File: config.mk
export PLATFORM = sky130hd
export DESIGN_NAME = txt_pix_scan_flat
export DESIGN_NICKNAME = d
export VERILOG_FILES = /design/src/rtl/txt_pix_scan_if.sv /design/src/rtl/txt_pix_scan.sv /design/src/flat_wrapper.sv
export SDC_FILE = /design/constraint.sdc
export NUM_CORES = 1
export LEC_CHECK = 0
export CAP_MARGIN = 15
export CORE_MARGIN = 2
export CORE_UTILIZATION = 39
export CTS_CLUSTER_DIAMETER = 80
export DETAILED_ROUTE_END_ITERATION = 8
export PLACE_DENSITY = 0.74
export SYNTH_ARGS = -nofsm -noshare
export SYNTH_HDL_FRONTEND = slang
export SYNTH_SLANG_ARGS = --single-unit
File: constraint.sdc
create_clock -name clock -period 7.8 [get_ports clock]
set_clock_uncertainty 0.15 [all_clocks]
set_input_delay 1.17 -clock clock [delete_from_list [all_inputs] [get_ports clock]]
set_output_delay 1.17 -clock clock [all_outputs]
set_load 0.02 [all_outputs]
File: src/rtl/txt_pix_scan_if.sv
// Memory-side bus of txt_pix_scan: cell/glyph addresses out, cell/glyph data back.
// The memory answers each address with fixed two-clock latency and no handshake.
interface txt_pix_scan_if;
    logic [13:0]  pixCellIx;
    logic [127:0] cellData;
    logic [15:0]  fontGlyph;
    logic [63:0]  fontData;

    modport master (output pixCellIx, output fontGlyph, input cellData, input fontData);
    modport slave  (input pixCellIx, input fontGlyph, output cellData, output fontData);
endinterface

File: src/rtl/txt_pix_scan.sv
// Text-mode raster scan-out: video timing, 8x8 cell addressing and glyph-to-RGB rendering.
// Optional blink support is compiled in when TXT_PIX_BLINK_EN is defined.
module txt_pix_scan #(
    parameter int unsigned H_ACTIVE = 640,
    parameter int unsigned H_FP     = 16,
    parameter int unsigned H_SYNC   = 96,
    parameter int unsigned H_BP     = 48,
    parameter int unsigned V_ACTIVE = 400,
    parameter int unsigned V_FP     = 12,
    parameter int unsigned V_SYNC   = 2,
    parameter int unsigned V_BP     = 35
) (
    input  logic           clock,
    input  logic           reset,
    input  logic [13:0]    cellBase,
    txt_pix_scan_if.master mem,
    output logic [11:0]    pixRgb,
    output logic           pixHsync,
    output logic           pixVsync,
    output logic           pixDe,
    output logic           frameStart
);

    localparam int unsigned HT       = H_ACTIVE + H_FP + H_SYNC + H_BP;
    localparam int unsigned VT       = V_ACTIVE + V_FP + V_SYNC + V_BP;
    localparam int unsigned HW       = $clog2(HT);
    localparam int unsigned VW       = $clog2(VT);
    localparam int unsigned COLS     = H_ACTIVE / 8;
    localparam int unsigned HS_START = H_ACTIVE + H_FP;
    localparam int unsigned HS_END   = HS_START + H_SYNC;
    localparam int unsigned VS_START = V_ACTIVE + V_FP;
    localparam int unsigned VS_END   = VS_START + V_SYNC;

    // Sync flags are carried active-high so a cleared pipe means "no sync".
    typedef struct packed {
        logic [2:0] x;
        logic [2:0] y;
        logic       de;
        logic       hs;
        logic       vs;
        logic       fs;
    } pipe_t;

    logic [HW-1:0] hcnt_q, hcnt_d;
    logic [VW-1:0] vcnt_q, vcnt_d;
    logic [13:0]   rowBase_q, rowBase_d;
    logic [13:0]   frameBase_q, frameBase_d;
    logic [1:0]    live_q;
    pipe_t         p_q [4];
    pipe_t         p_new;
    logic [5:0]    fg3_q, bg3_q, fg4_q, bg4_q;
    logic          bl3_q, bl4_q;

    logic          h_wrap, v_wrap, origin, h_act, v_act;
    logic [13:0]   col;
    logic          pix_on, blank;
    logic [11:0]   pix_rgb;
    logic          unused_cell_bits;

    function automatic logic [11:0] expand(input logic [5:0] c);
        return {c[5:4], c[5:4], c[3:2], c[3:2], c[1:0], c[1:0]};
    endfunction

    always_comb begin
        h_wrap = (hcnt_q == HW'(HT - 1));
        v_wrap = (vcnt_q == VW'(VT - 1));
        origin = (hcnt_q == '0) && (vcnt_q == '0);
        h_act  = (hcnt_q < HW'(H_ACTIVE));
        v_act  = (vcnt_q < VW'(V_ACTIVE));

        hcnt_d = h_wrap ? '0 : hcnt_q + 1'b1;
        vcnt_d = vcnt_q;
        if (h_wrap) begin
            vcnt_d = v_wrap ? '0 : vcnt_q + 1'b1;
        end

        rowBase_d = rowBase_q;
        if (h_wrap) begin
            if (v_wrap) begin
                rowBase_d = '0;
            end else if (vcnt_q[2:0] == 3'd7) begin
                rowBase_d = rowBase_q + 14'(COLS);
            end
        end

        // At the frame origin the new base is used straight from the port.
        frameBase_d   = origin ? cellBase : frameBase_q;
        col           = h_act ? 14'(hcnt_q[HW-1:3]) : '0;
        mem.pixCellIx = frameBase_d + rowBase_q + col;

        p_new.x  = hcnt_q[2:0];
        p_new.y  = vcnt_q[2:0];
        p_new.de = h_act && v_act;
        p_new.hs = (hcnt_q >= HW'(HS_START)) && (hcnt_q < HW'(HS_END));
        p_new.vs = (vcnt_q >= VW'(VS_START)) && (vcnt_q < VW'(VS_END));
        p_new.fs = origin;

        mem.fontGlyph = live_q[1] ? mem.cellData[15:0] : '0;
    end

`ifdef TXT_PIX_BLINK_EN
    logic [5:0] frameCnt_q;

    // Counted at the timing wrap so the count equals the index of the frame on screen.
    always_ff @(posedge clock or posedge reset) begin
        if (reset) begin
            frameCnt_q <= '0;
        end else if (h_wrap && v_wrap) begin
            frameCnt_q <= frameCnt_q + 6'd1;
        end
    end

    always_comb begin
        blank            = bl4_q && frameCnt_q[5];
        unused_cell_bits = ^{mem.cellData[127:32], mem.cellData[30:28]};
    end
`else
    always_comb begin
        blank            = 1'b0;
        unused_cell_bits = ^{mem.cellData[127:31], mem.cellData[30:28], bl4_q};
    end
`endif

    always_comb begin
        pix_on  = mem.fontData[~{p_q[3].y, p_q[3].x}];
        pix_rgb = expand((pix_on && !blank) ? fg4_q : bg4_q);
    end

    always_ff @(posedge clock or posedge reset) begin
        if (reset) begin
            hcnt_q      <= '0;
            vcnt_q      <= '0;
            rowBase_q   <= '0;
            frameBase_q <= '0;
            live_q      <= '0;
            p_q         <= '{default: '0};
            fg3_q       <= '0;
            bg3_q       <= '0;
            bl3_q       <= 1'b0;
            fg4_q       <= '0;
            bg4_q       <= '0;
            bl4_q       <= 1'b0;
            pixRgb      <= '0;
            pixHsync    <= 1'b1;
            pixVsync    <= 1'b1;
            pixDe       <= 1'b0;
            frameStart  <= 1'b0;
        end else begin
            hcnt_q      <= hcnt_d;
            vcnt_q      <= vcnt_d;
            rowBase_q   <= rowBase_d;
            frameBase_q <= frameBase_d;
            live_q      <= {live_q[0], 1'b1};
            p_q[0]      <= p_new;
            for (int unsigned i = 1; i < 4; i++) begin
                p_q[i] <= p_q[i-1];
            end
            fg3_q       <= mem.cellData[21:16];
            bg3_q       <= mem.cellData[27:22];
            bl3_q       <= mem.cellData[31];
            fg4_q       <= fg3_q;
            bg4_q       <= bg3_q;
            bl4_q       <= bl3_q;
            pixRgb      <= p_q[3].de ? pix_rgb : '0;
            pixHsync    <= !p_q[3].hs;
            pixVsync    <= !p_q[3].vs;
            pixDe       <= p_q[3].de;
            frameStart  <= p_q[3].fs;
        end
    end

endmodule

File: src/flat_wrapper.sv
// flat-port wrapper written by rule: the top's interface ports become plain ports
module txt_pix_scan_flat 
#(
    parameter int unsigned H_ACTIVE = 640,
    parameter int unsigned H_FP     = 16,
    parameter int unsigned H_SYNC   = 96,
    parameter int unsigned H_BP     = 48,
    parameter int unsigned V_ACTIVE = 400,
    parameter int unsigned V_FP     = 12,
    parameter int unsigned V_SYNC   = 2,
    parameter int unsigned V_BP     = 35
)
  (clock, reset, cellBase, pixRgb, pixHsync, pixVsync, pixDe, frameStart, mem_pixCellIx, mem_fontGlyph, mem_cellData, mem_fontData);
  txt_pix_scan_if mem_i ();
  input  logic clock;
  input  logic reset;
  input  logic [13:0] cellBase;
  output logic [11:0] pixRgb;
  output logic pixHsync;
  output logic pixVsync;
  output logic pixDe;
  output logic frameStart;
  output wire logic [$bits(mem_i.pixCellIx)-1:0] mem_pixCellIx;
  output wire logic [$bits(mem_i.fontGlyph)-1:0] mem_fontGlyph;
  input wire logic [$bits(mem_i.cellData)-1:0] mem_cellData;
  input wire logic [$bits(mem_i.fontData)-1:0] mem_fontData;
  assign mem_pixCellIx = mem_i.pixCellIx;
  assign mem_fontGlyph = mem_i.fontGlyph;
  assign mem_i.cellData = mem_cellData;
  assign mem_i.fontData = mem_fontData;
  txt_pix_scan #(.H_ACTIVE(H_ACTIVE), .H_FP(H_FP), .H_SYNC(H_SYNC), .H_BP(H_BP), .V_ACTIVE(V_ACTIVE), .V_FP(V_FP), .V_SYNC(V_SYNC), .V_BP(V_BP)) u_core (.clock(clock), .reset(reset), .cellBase(cellBase), .mem(mem_i), .pixRgb(pixRgb), .pixHsync(pixHsync), .pixVsync(pixVsync), .pixDe(pixDe), .frameStart(frameStart));
endmodule
======== Word level (Yosys, flattened, before mapping) ========
Cells that the tools add are included.
W data, S select, Z words.
operators by class
  $add $sub $neg .......................... 5
  $mul .................................... 0
  divide/modulo/power cells ............... 0
  $lt $le $gt $ge ......................... 7
  equal/unequal tests ..................... 3
  shift operators ......................... 0
  mux-type cells .......................... 11
  bitwise logic cells ..................... 1
  reduce and logical (&&, ||, !) cells .... 10
operators by type and width
  operator                 number
  $mux W14                 3
  $add A14 B14 Y14         2
  $lt A10 B10 Y1 const B   2
  $lt A9 B9 Y1 const B     2
  $mux W16                 1
  $add A14 B7 Y14 const B  1
  $mux W12                 1
  $add A10 B1 Y10 const B  1
  $eq A10 B10 Y1 const B   1
  $ge A10 B10 Y1 const B   1
  $logic_not A10 Y1        1
  $mux W10                 1
  $add A9 B1 Y9 const B    1
  $eq A9 B9 Y1 const B     1
  $ge A9 B9 Y1 const B     1
  $logic_not A9 Y1         1
  $mux W9                  1
  $lt A6 B7 Y1 const B     1
  $mux W7                  1
  $bmux W1 S6              1
  $mux W6                  1
  $not A6 Y6               1
  $logic_and A1 B1 Y1      4
  $eq A3 B3 Y1 const B     1
  other kinds (4)          5
storage, ports and cells
  flip-flop bits (word level) ............. 129
  bits in latches ......................... 0
  memory bits (writable) .................. 0
  memory bits (read-only) ................. 0
  input port bits ......................... 208
  output and inout bits ................... 46
  logic and storage cells ................. 75
  memories kept ........................... 0

======== Longest topological paths before layout ========
Gate-level depths: netlist of the first run.
  depth after elaboration ................. 5
  depth in mapped cells ................... 16
  depth with buffers taken out ............ 15

======== Least setup slack after synthesis of the first run ========
Ideal clock, no wire load.
  kind .................................... reg2out
  start ................................... register u_core.vcnt_q[0]
  end ..................................... output mem_pixCellIx[11]
  arrival ................................. 4397 ps
  required time ........................... 6480 ps
  setup slack ............................. 2083 ps
  cell stages (with the launch flop) ...... 16
  path buffers ............................ 1
  path through ............................ dfrtp_1 inv_1 ha_1 or4b_4 nor4_4 buf_4 mux2_2 ha_1 ha_1 inv_1 fa_1 nor2b_1 o21ai_0 a21boi_0 o211ai_1 o311ai_0
on the way
  longest elaborated chain between the ends .. 5
ends and longest elaborated chain
  element                        line                 RTL
  start, declared                txt_pix_scan.sv:45   logic [VW-1:0] vcnt_q, vcnt_d;
  start signal, assigned         txt_pix_scan.sv:150  vcnt_q <= vcnt_d;
  $logic_not A9 Y1               txt_pix_scan.sv:67   origin = (hcnt_q == '0) && (vcnt_q == '0);
  $logic_and A1 B1 Y1            txt_pix_scan.sv:67
  $mux W14                       txt_pix_scan.sv:87   frameBase_d = origin ? cellBase : frameBase_q;
  via u_core.frameBase_d[1]      txt_pix_scan.sv:47   logic [13:0] frameBase_q, frameBase_d;
  $add A14 B14 Y14 (2 in a row)  txt_pix_scan.sv:89   mem.pixCellIx = frameBase_d + rowBase_q + col;
  end, declared                  flat_wrapper.sv:23   output wire logic [$bits(mem_i.pixCellIx)-1:0] mem_pixCellIx;
The timed path passes the listed nets, and every way through them passes these cells.

======== Worst setup path after layout of the first run ========
  start ................................... register u_core.vcnt_q[0]
  end ..................................... output mem_pixCellIx[12]
The elaborated chain is that of the path after synthesis.

==> results.sh, run 1 <==
export IMPL_outcome="completed"
export IMPL_io_pins=254
export IMPL_initial_utilization=0.403
export IMPL_peakVddDrop_uv=134
export IMPL_finalNonFillerCells=829
export IMPL_synthDominantCellAreaShare=0.519
export IMPL_timing_worst_slew_pin_value_ns=0.991
export IMPL_floorplan_core_area_um2=14000
export IMPL_depth_of_the_most_critical_reg_to_reg_path=6
export IMPL_multi_input_comb_area_um2=2450
export IMPL_synth_edf_count=0
export IMPL_root_buffer="clkbuf_16"
export IMPL_setup_tns_ns=0
export IMPL_area_growth_synth_to_finish_pct=40.2
export IMPL_cts_resized=0
export IMPL_cell_area_after_technology_mapping_um2=5640
export IMPL_post_cts_setup_buffer_count=0
export IMPL_wl_per_cell_um=14.9
export IMPL_wire_length_of_the_first_global_routing_pass_mm=21.1
export IMPL_syn_instance_count=482
export IMPL_netlist_top_cell_by_area="dfrtp_1"
export IMPL_track_usage=0.170
export IMPL_antenna_violations_before_repair=0
export IMPL_filler_cell_count=1162
export IMPL_max_slew_margin_rel=0.340
export IMPL_placer_congestion=0.882
export IMPL_synth_sequential_area_ratio=0.528
export IMPL_number_of_buffers_inserted_during_clock_tree_synthesis=17
export IMPL_fin_total_pwr_mw=1.57
export IMPL_yosys_top_cells_area="dfrtp_1, ha_1, mux4_2, mux2_2, xnor2_1"
export IMPL_cts_hold_fix_bufs=0
export IMPL_globalRouteOverflowTotal=0
export IMPL_layout_drive_gt1_share=0.103
export IMPL_max_cap_violations=0
export IMPL_crit_type="reg -> out"
export IMPL_htree_levels=4
export IMPL_avgViaCountPerCell=5.03
export IMPL_layout_core_utilization=0.566
export IMPL_worst_setup_path_end_kind="output pin"
export IMPL_drt_initial_drc_count=223
export IMPL_clk_insertion_delay_late_ns=0.41
export IMPL_synth_warning_count=0
export IMPL_syn_area_per_cell_um2=11.7
export IMPL_drtAntennaViolNets=0
export IMPL_worst_ep_required_time_ns=6.48
export IMPL_crit_arrival_ns=5.37
export IMPL_clock_sink_count=119
export IMPL_timing_hold_violations_final=0
export IMPL_floorplan_die_area_um2=15500
export IMPL_ys_async_sr_fraction=1.00
export IMPL_sequential_cell_area_um2=2980
export IMPL_dr_pass1_iters=4
export IMPL_synth_ff_latch_count=119
export IMPL_hold_path_cell_count=0
export IMPL_clock_tree_buffer_depth=2
export IMPL_finalMaxSlewViolations=0
export IMPL_placedCellCount=797
export IMPL_rows=43
export IMPL_tritoncts="built"
export IMPL_most_common_library_cell_in_the_layout_ignoring_fill_and_taps="clkdlybuf4s50_1"
export IMPL_synth_net_count=722
export IMPL_largest_net_degree_at_the_start_of_global_routing=80
export IMPL_worst_setup_path_start_kind="flip-flop"
export IMPL_fp_dieW_um=124
export IMPL_clk_pin_slew_ns=0.06
export IMPL_pwr_density_cell_nw_per_um2=199
export IMPL_placement_cell_area_um2=7310
export IMPL_max_freq_mhz=149
export IMPL_number_of_remaining_drc_errors=0
export IMPL_hold_path_class="reg -> reg"
export IMPL_antenna_diode_count=0
export IMPL_port_buffer_cells=153
export IMPL_dr_total_vias=4166
export IMPL_yosys_cell_types_count=55
export IMPL_finalSetupViolations=0
export IMPL_die_height_um=124
export IMPL_first_global_vias=4298
export IMPL_unrepaired_setup_endpoints_after_global_routing="false"
export IMPL_final_period_minus_worst_setup_slack_ns=6.69
export IMPL_leakage_nw=3.43
export IMPL_critical_path_max_fanout=8
export IMPL_post_route_period_util=0.858
export IMPL_final_cell_area_um2=7910
export IMPL_dp_final_hpwl_mm=9.16
export IMPL_ys_dominant_reg_cell="dfrtp_1"
export IMPL_most_frequent_cells_in_the_layout="clkdlybuf4s50_1, dfrtp_1, ha_1"
export IMPL_drt_wl_total_mm=12.4
export IMPL_layout_nets=876
## final cells by class
cell class | instances | share of cell area
clock buffers | 18 | 0.0555
clock inverters | 14 | 0.0209
multi-input cells | 315 | 0.309
inverters | 28 | 0.0136
well taps | 180 | 0.0285
flip-flops and latches | 119 | 0.377
repair buffers | 155 | 0.195
## sequential cells by signal (all words and copies together), names as in the netlist, 2 cells and up
register            flops
u_core.fg3_q            6
u_core.frameBase_q     14
u_core.hcnt_q          10
u_core.vcnt_q           9
u_core.p_q             40
u_core.bg4_q            6
u_core.live_q           2
u_core.bg3_q            6
u_core.pixRgb           6
u_core.fg4_q            6
u_core.rowBase_q       10
## report_power, final
group	leakage, nW	switching, mW	total, mW	internal [mW]
logic	1.66	0.0639	0.157	0.0931
registers	1.48	0.00465	0.635	0.631
clock network	0.284	0.296	0.782	0.486
total	3.43	0.364	1.57	1.21
## cell families (layout without fill, tap and decap cells)
group | Yosys count | count (layout) | synth area share
xor gates and xnor gates | 27 | 27 | 0.0419
and+or+nand+nor | 149 | 149 | 0.147
AOI/OAI and AO/OA | 65 | 65 | 0.0714
muxes | 41 | 41 | 0.0971
DFF | 119 | 119 | 0.528
adders and majority gates | 32 | 32 | 0.0763
other | 1 | 1 | 0.000664
buffers and inverters | 48 | 215 | 0.0381
## metal layers
| layer | vias to the layer above | GRT usage | wire (um) |
|---|---|---|---|
| li1 | 2010 | - | - |
| met1 | 1970 | 0.212 | 5380 |
| met2 | 166 | 0.279 | 5990 |
| met3 | 20 | 0.0546 | 783 |
| met4 | 0 | 0.0588 | 204 |
| met5 | - | 0 | 0 |
## per-stage QoR
stage	setup WS, ns	hold slack [ns]
global route	0.740	0.199
detailed placement	1.50	0.185
CTS	1.02	0.197
floorplan	2.08	0.181
finish	1.11	0.192
global placement	1.56	0.181
## cells in the mapped netlist (3+ instances only)
| cell | number |
|---|---|
| o21ai_0 | 26 |
| mux2_2 | 16 |
| nand2_1 | 22 |
| mux4_2 | 9 |
| dfrtp_1 | 117 |
| nand2b_1 | 3 |
| nor2b_1 | 6 |
| and2_1 | 21 |
| a21oi_1 | 12 |
| a31oi_1 | 5 |
| and3_1 | 7 |
| inv_1 | 28 |
| nand3_1 | 24 |
| nand4_1 | 9 |
| nor2_1 | 25 |
| buf_2 | 4 |
| fa_1 | 4 |
| nor3_1 | 9 |
| clkbuf_1 | 7 |
| a2bb2oi_1 | 3 |
| ha_1 | 28 |
| xnor2_1 | 18 |
| a22oi_1 | 3 |
| nor4_1 | 6 |
| mux2i_1 | 15 |
| or3_1 | 4 |
| buf_4 | 8 |
| xor2_1 | 9 |
## critical path, stage by stage, from the launching register on
cell and delay (ns):
dfrtp_1 0.42, inv_1 0.13, ha_1 0.14, or4b_4 0.50, nor4_4 0.60, buf_4 0.28, mux2_2 0.37, fa_1 0.47
ha_1 0.34, inv_1 0.07, o21ai_0 0.31, a41o_1 0.29, mux2i_1 0.09, nor4_1 0.28, clkdlybuf4s50_1 0.65
## worst paths after layout
path / start / end / slack [ns]
worst max-delay path: u_core.vcnt_q[0] / mem_pixCellIx[12] / 1.11
worst max register to register: u_core.p_q[8] / u_core.pixRgb[2] / 4.83
max in group asynchronous: reset / u_core.p_q[22] / 5.16
worst min-delay path: u_core.p_q[15] / u_core.p_q[5] / 0.19
worst min register to register: u_core.p_q[15] / u_core.p_q[5] / 0.19
min in group asynchronous: reset / u_core.live_q[1] / 0.99
Power figures use the tool's default switching activity.
==> run 2: changes to the inputs <==
--- a/constraint.sdc
+++ b/constraint.sdc
@@ -4,2 +4,2 @@
 set_output_delay 1.17 -clock clock [all_outputs]
-set_load 0.02 [all_outputs]
+set_load 0.01 [all_outputs]
==> results.sh, run 2 (same netlist as run 1, synthesis figures left out) <==
export IMPL_outcome="completed"
export IMPL_cp_num_buf_inv=4
export IMPL_placement_cell_area_um2=7310
export IMPL_worst_setup_path_end_kind="output pin"
export IMPL_avgViaCountPerCell=5.03
export IMPL_number_of_buffers_inserted_during_clock_tree_synthesis=17
export IMPL_placer_congestion=0.884
export IMPL_wl_per_cell_um=14.6
export IMPL_critical_path_max_fanout=14
export IMPL_cts_resized=0
export IMPL_timing_worst_slew_pin_value_ns=0.996
export IMPL_area_growth_synth_to_finish_pct=40.2
export IMPL_initial_utilization=0.403
export IMPL_most_common_library_cell_in_the_layout_ignoring_fill_and_taps="clkdlybuf4s50_1"
export IMPL_drt_wl_total_mm=12.1
export IMPL_setup_tns_ns=0
export IMPL_first_global_vias=4293
export IMPL_layout_drive_gt1_share=0.102
export IMPL_top_regs="u_core.p_q (40), u_core.frameBase_q (14)"
export IMPL_crit_type="reg -> out"
export IMPL_max_slew_margin_rel=0.336
export IMPL_antenna_violations_before_repair=0
export IMPL_drtAntennaViolNets=0
export IMPL_crit_slowest_cell="clkdlybuf4s50_1"
export IMPL_unrepaired_setup_endpoints_after_global_routing="false"
export IMPL_rows=43
export IMPL_gr_max_usage_layer="met2"
export IMPL_peakVddDrop_uv=109
export IMPL_timing_reg2reg_setup_slack_ns=4.82
export IMPL_drt_initial_drc_count=244
export IMPL_finalSetupViolations=0
export IMPL_largest_register_ff_count=40
export IMPL_cts_hold_fix_bufs=0
export IMPL_worst_setup_path_start_kind="flip-flop"
export IMPL_clock_tree_buffer_depth=2
export IMPL_kind_of_cell_with_the_highest_combined_delay_on_the_critical_path="buffers and inverters"
export IMPL_clock_sink_count=119
export IMPL_die_height_um=124
export IMPL_fp_dieW_um=124
export IMPL_most_frequent_cells_in_the_layout="clkdlybuf4s50_1, dfrtp_1, ha_1"
export IMPL_top_register="u_core.p_q"
export IMPL_io_pins=254
export IMPL_clk_insertion_delay_late_ns=0.40
export IMPL_layout_nets=876
export IMPL_pwr_density_cell_nw_per_um2=197
export IMPL_dr_total_vias=4174
export IMPL_dr_pass1_iters=4
export IMPL_use_met1=0.211
export IMPL_root_buffer="clkbuf_16"
export IMPL_crit_arrival_ns=5.23
export IMPL_htree_levels=4
export IMPL_post_route_period_util=0.840
export IMPL_use_met3=0.0412
export IMPL_max_cap_violations=0
export IMPL_slowest_stage_delay_cp_ns=0.57
export IMPL_clk_pin_slew_ns=0.05
export IMPL_leakage_nw=3.42
export IMPL_crit_chain="inv_1 -> ha_1 -> or4b_4 -> nor4_4 -> buf_4 -> mux2_2 -> ha_1 -> ha_1 -> inv_1 -> fa_1 -> nor2b_1 -> o21ai_0 -> a21boi_0 -> o21ai_0 -> o21ai_0 -> xor2_1 -> clkdlybuf4s50_1"
export IMPL_gr_usage_met2=0.265
export IMPL_final_period_minus_worst_setup_slack_ns=6.55
export IMPL_largest_net_degree_at_the_start_of_global_routing=80
export IMPL_floorplan_die_area_um2=15500
export IMPL_antenna_diode_count=0
export IMPL_wire_length_of_the_first_global_routing_pass_mm=20.4
export IMPL_finalMaxSlewViolations=0
export IMPL_number_of_remaining_drc_errors=0
export IMPL_port_buffer_cells=153
export IMPL_max_freq_mhz=153
export IMPL_globalRouteOverflowTotal=0
export IMPL_floorplan_core_area_um2=14000
export IMPL_track_usage=0.162
export IMPL_worst_ep_required_time_ns=6.48
export IMPL_final_cell_area_um2=7910
export IMPL_post_cts_setup_buffer_count=0
export IMPL_tritoncts="built"
export IMPL_timing_hold_violations_final=0
export IMPL_hold_path_class="reg -> reg"
export IMPL_dp_final_hpwl_mm=8.98
[run 2: layout make-up]
type                       count  area, um^2
fill                        1152        6080
multi-input combinational    315        2450
sequential                   119        2980
clock inverter                14         174
timing repair buffer         155        1550
clock buffer                  18         429
tap                          180         225
inverter                      28         108
[run 2: worst paths after layout]
kind,from,end,cells after the start
worst max-delay path,u_core.vcnt_q[0],mem_pixCellIx[13],17
worst min-delay path,u_core.fg3_q[3],u_core.fg4_q[3],0
worst max register to register,u_core.p_q[8],u_core.pixRgb[10],6
worst min register to register,u_core.fg3_q[3],u_core.fg4_q[3],0
max in group asynchronous,reset,u_core.rowBase_q[8],3
min in group asynchronous,reset,u_core.live_q[1],2
[run 2: report_power, final]
group | switching [mW] | internal (mW)
sequential | 0.00467 | 0.631
combinational | 0.0524 | 0.0930
clock | 0.271 | 0.503
[run 2: routing by layer]
layer | vias to the layer above | share of wire
met5 | - | 0
met4 | 0 | 0.013
met3 | 15 | 0.053
met2 | 159 | 0.49
met1 | 1993 | 0.45
li1 | 2007 | -
[run 2: per-stage QoR]
step | hold WS [ns] | worst slack [ns] | total power [mW] | util | cells
after detailed placement | 0.185 | 1.65 | 0.792 | 0.522 | 797
after global routing | 0.198 | 0.822 | 1.62 | 0.566 | 829
after global placement | 0.181 | 1.76 | 0.789 | 0.522 | 797
after floorplan | 0.181 | 2.41 | 0.701 | - | 482
final | 0.190 | 1.25 | 1.56 | 0.566 | 829
after CTS | 0.189 | 1.20 | 1.57 | 0.566 | 829
[run 2: worst register-to-register path, stage by stage (launching register included)]
cell and delay (ns):
dfrtp_1 0.99, mux4_2 0.61, mux2_2 0.28, a2bb2oi_1 0.22, and4_1 0.33, o21ai_0 0.13
a21oi_1 0.18
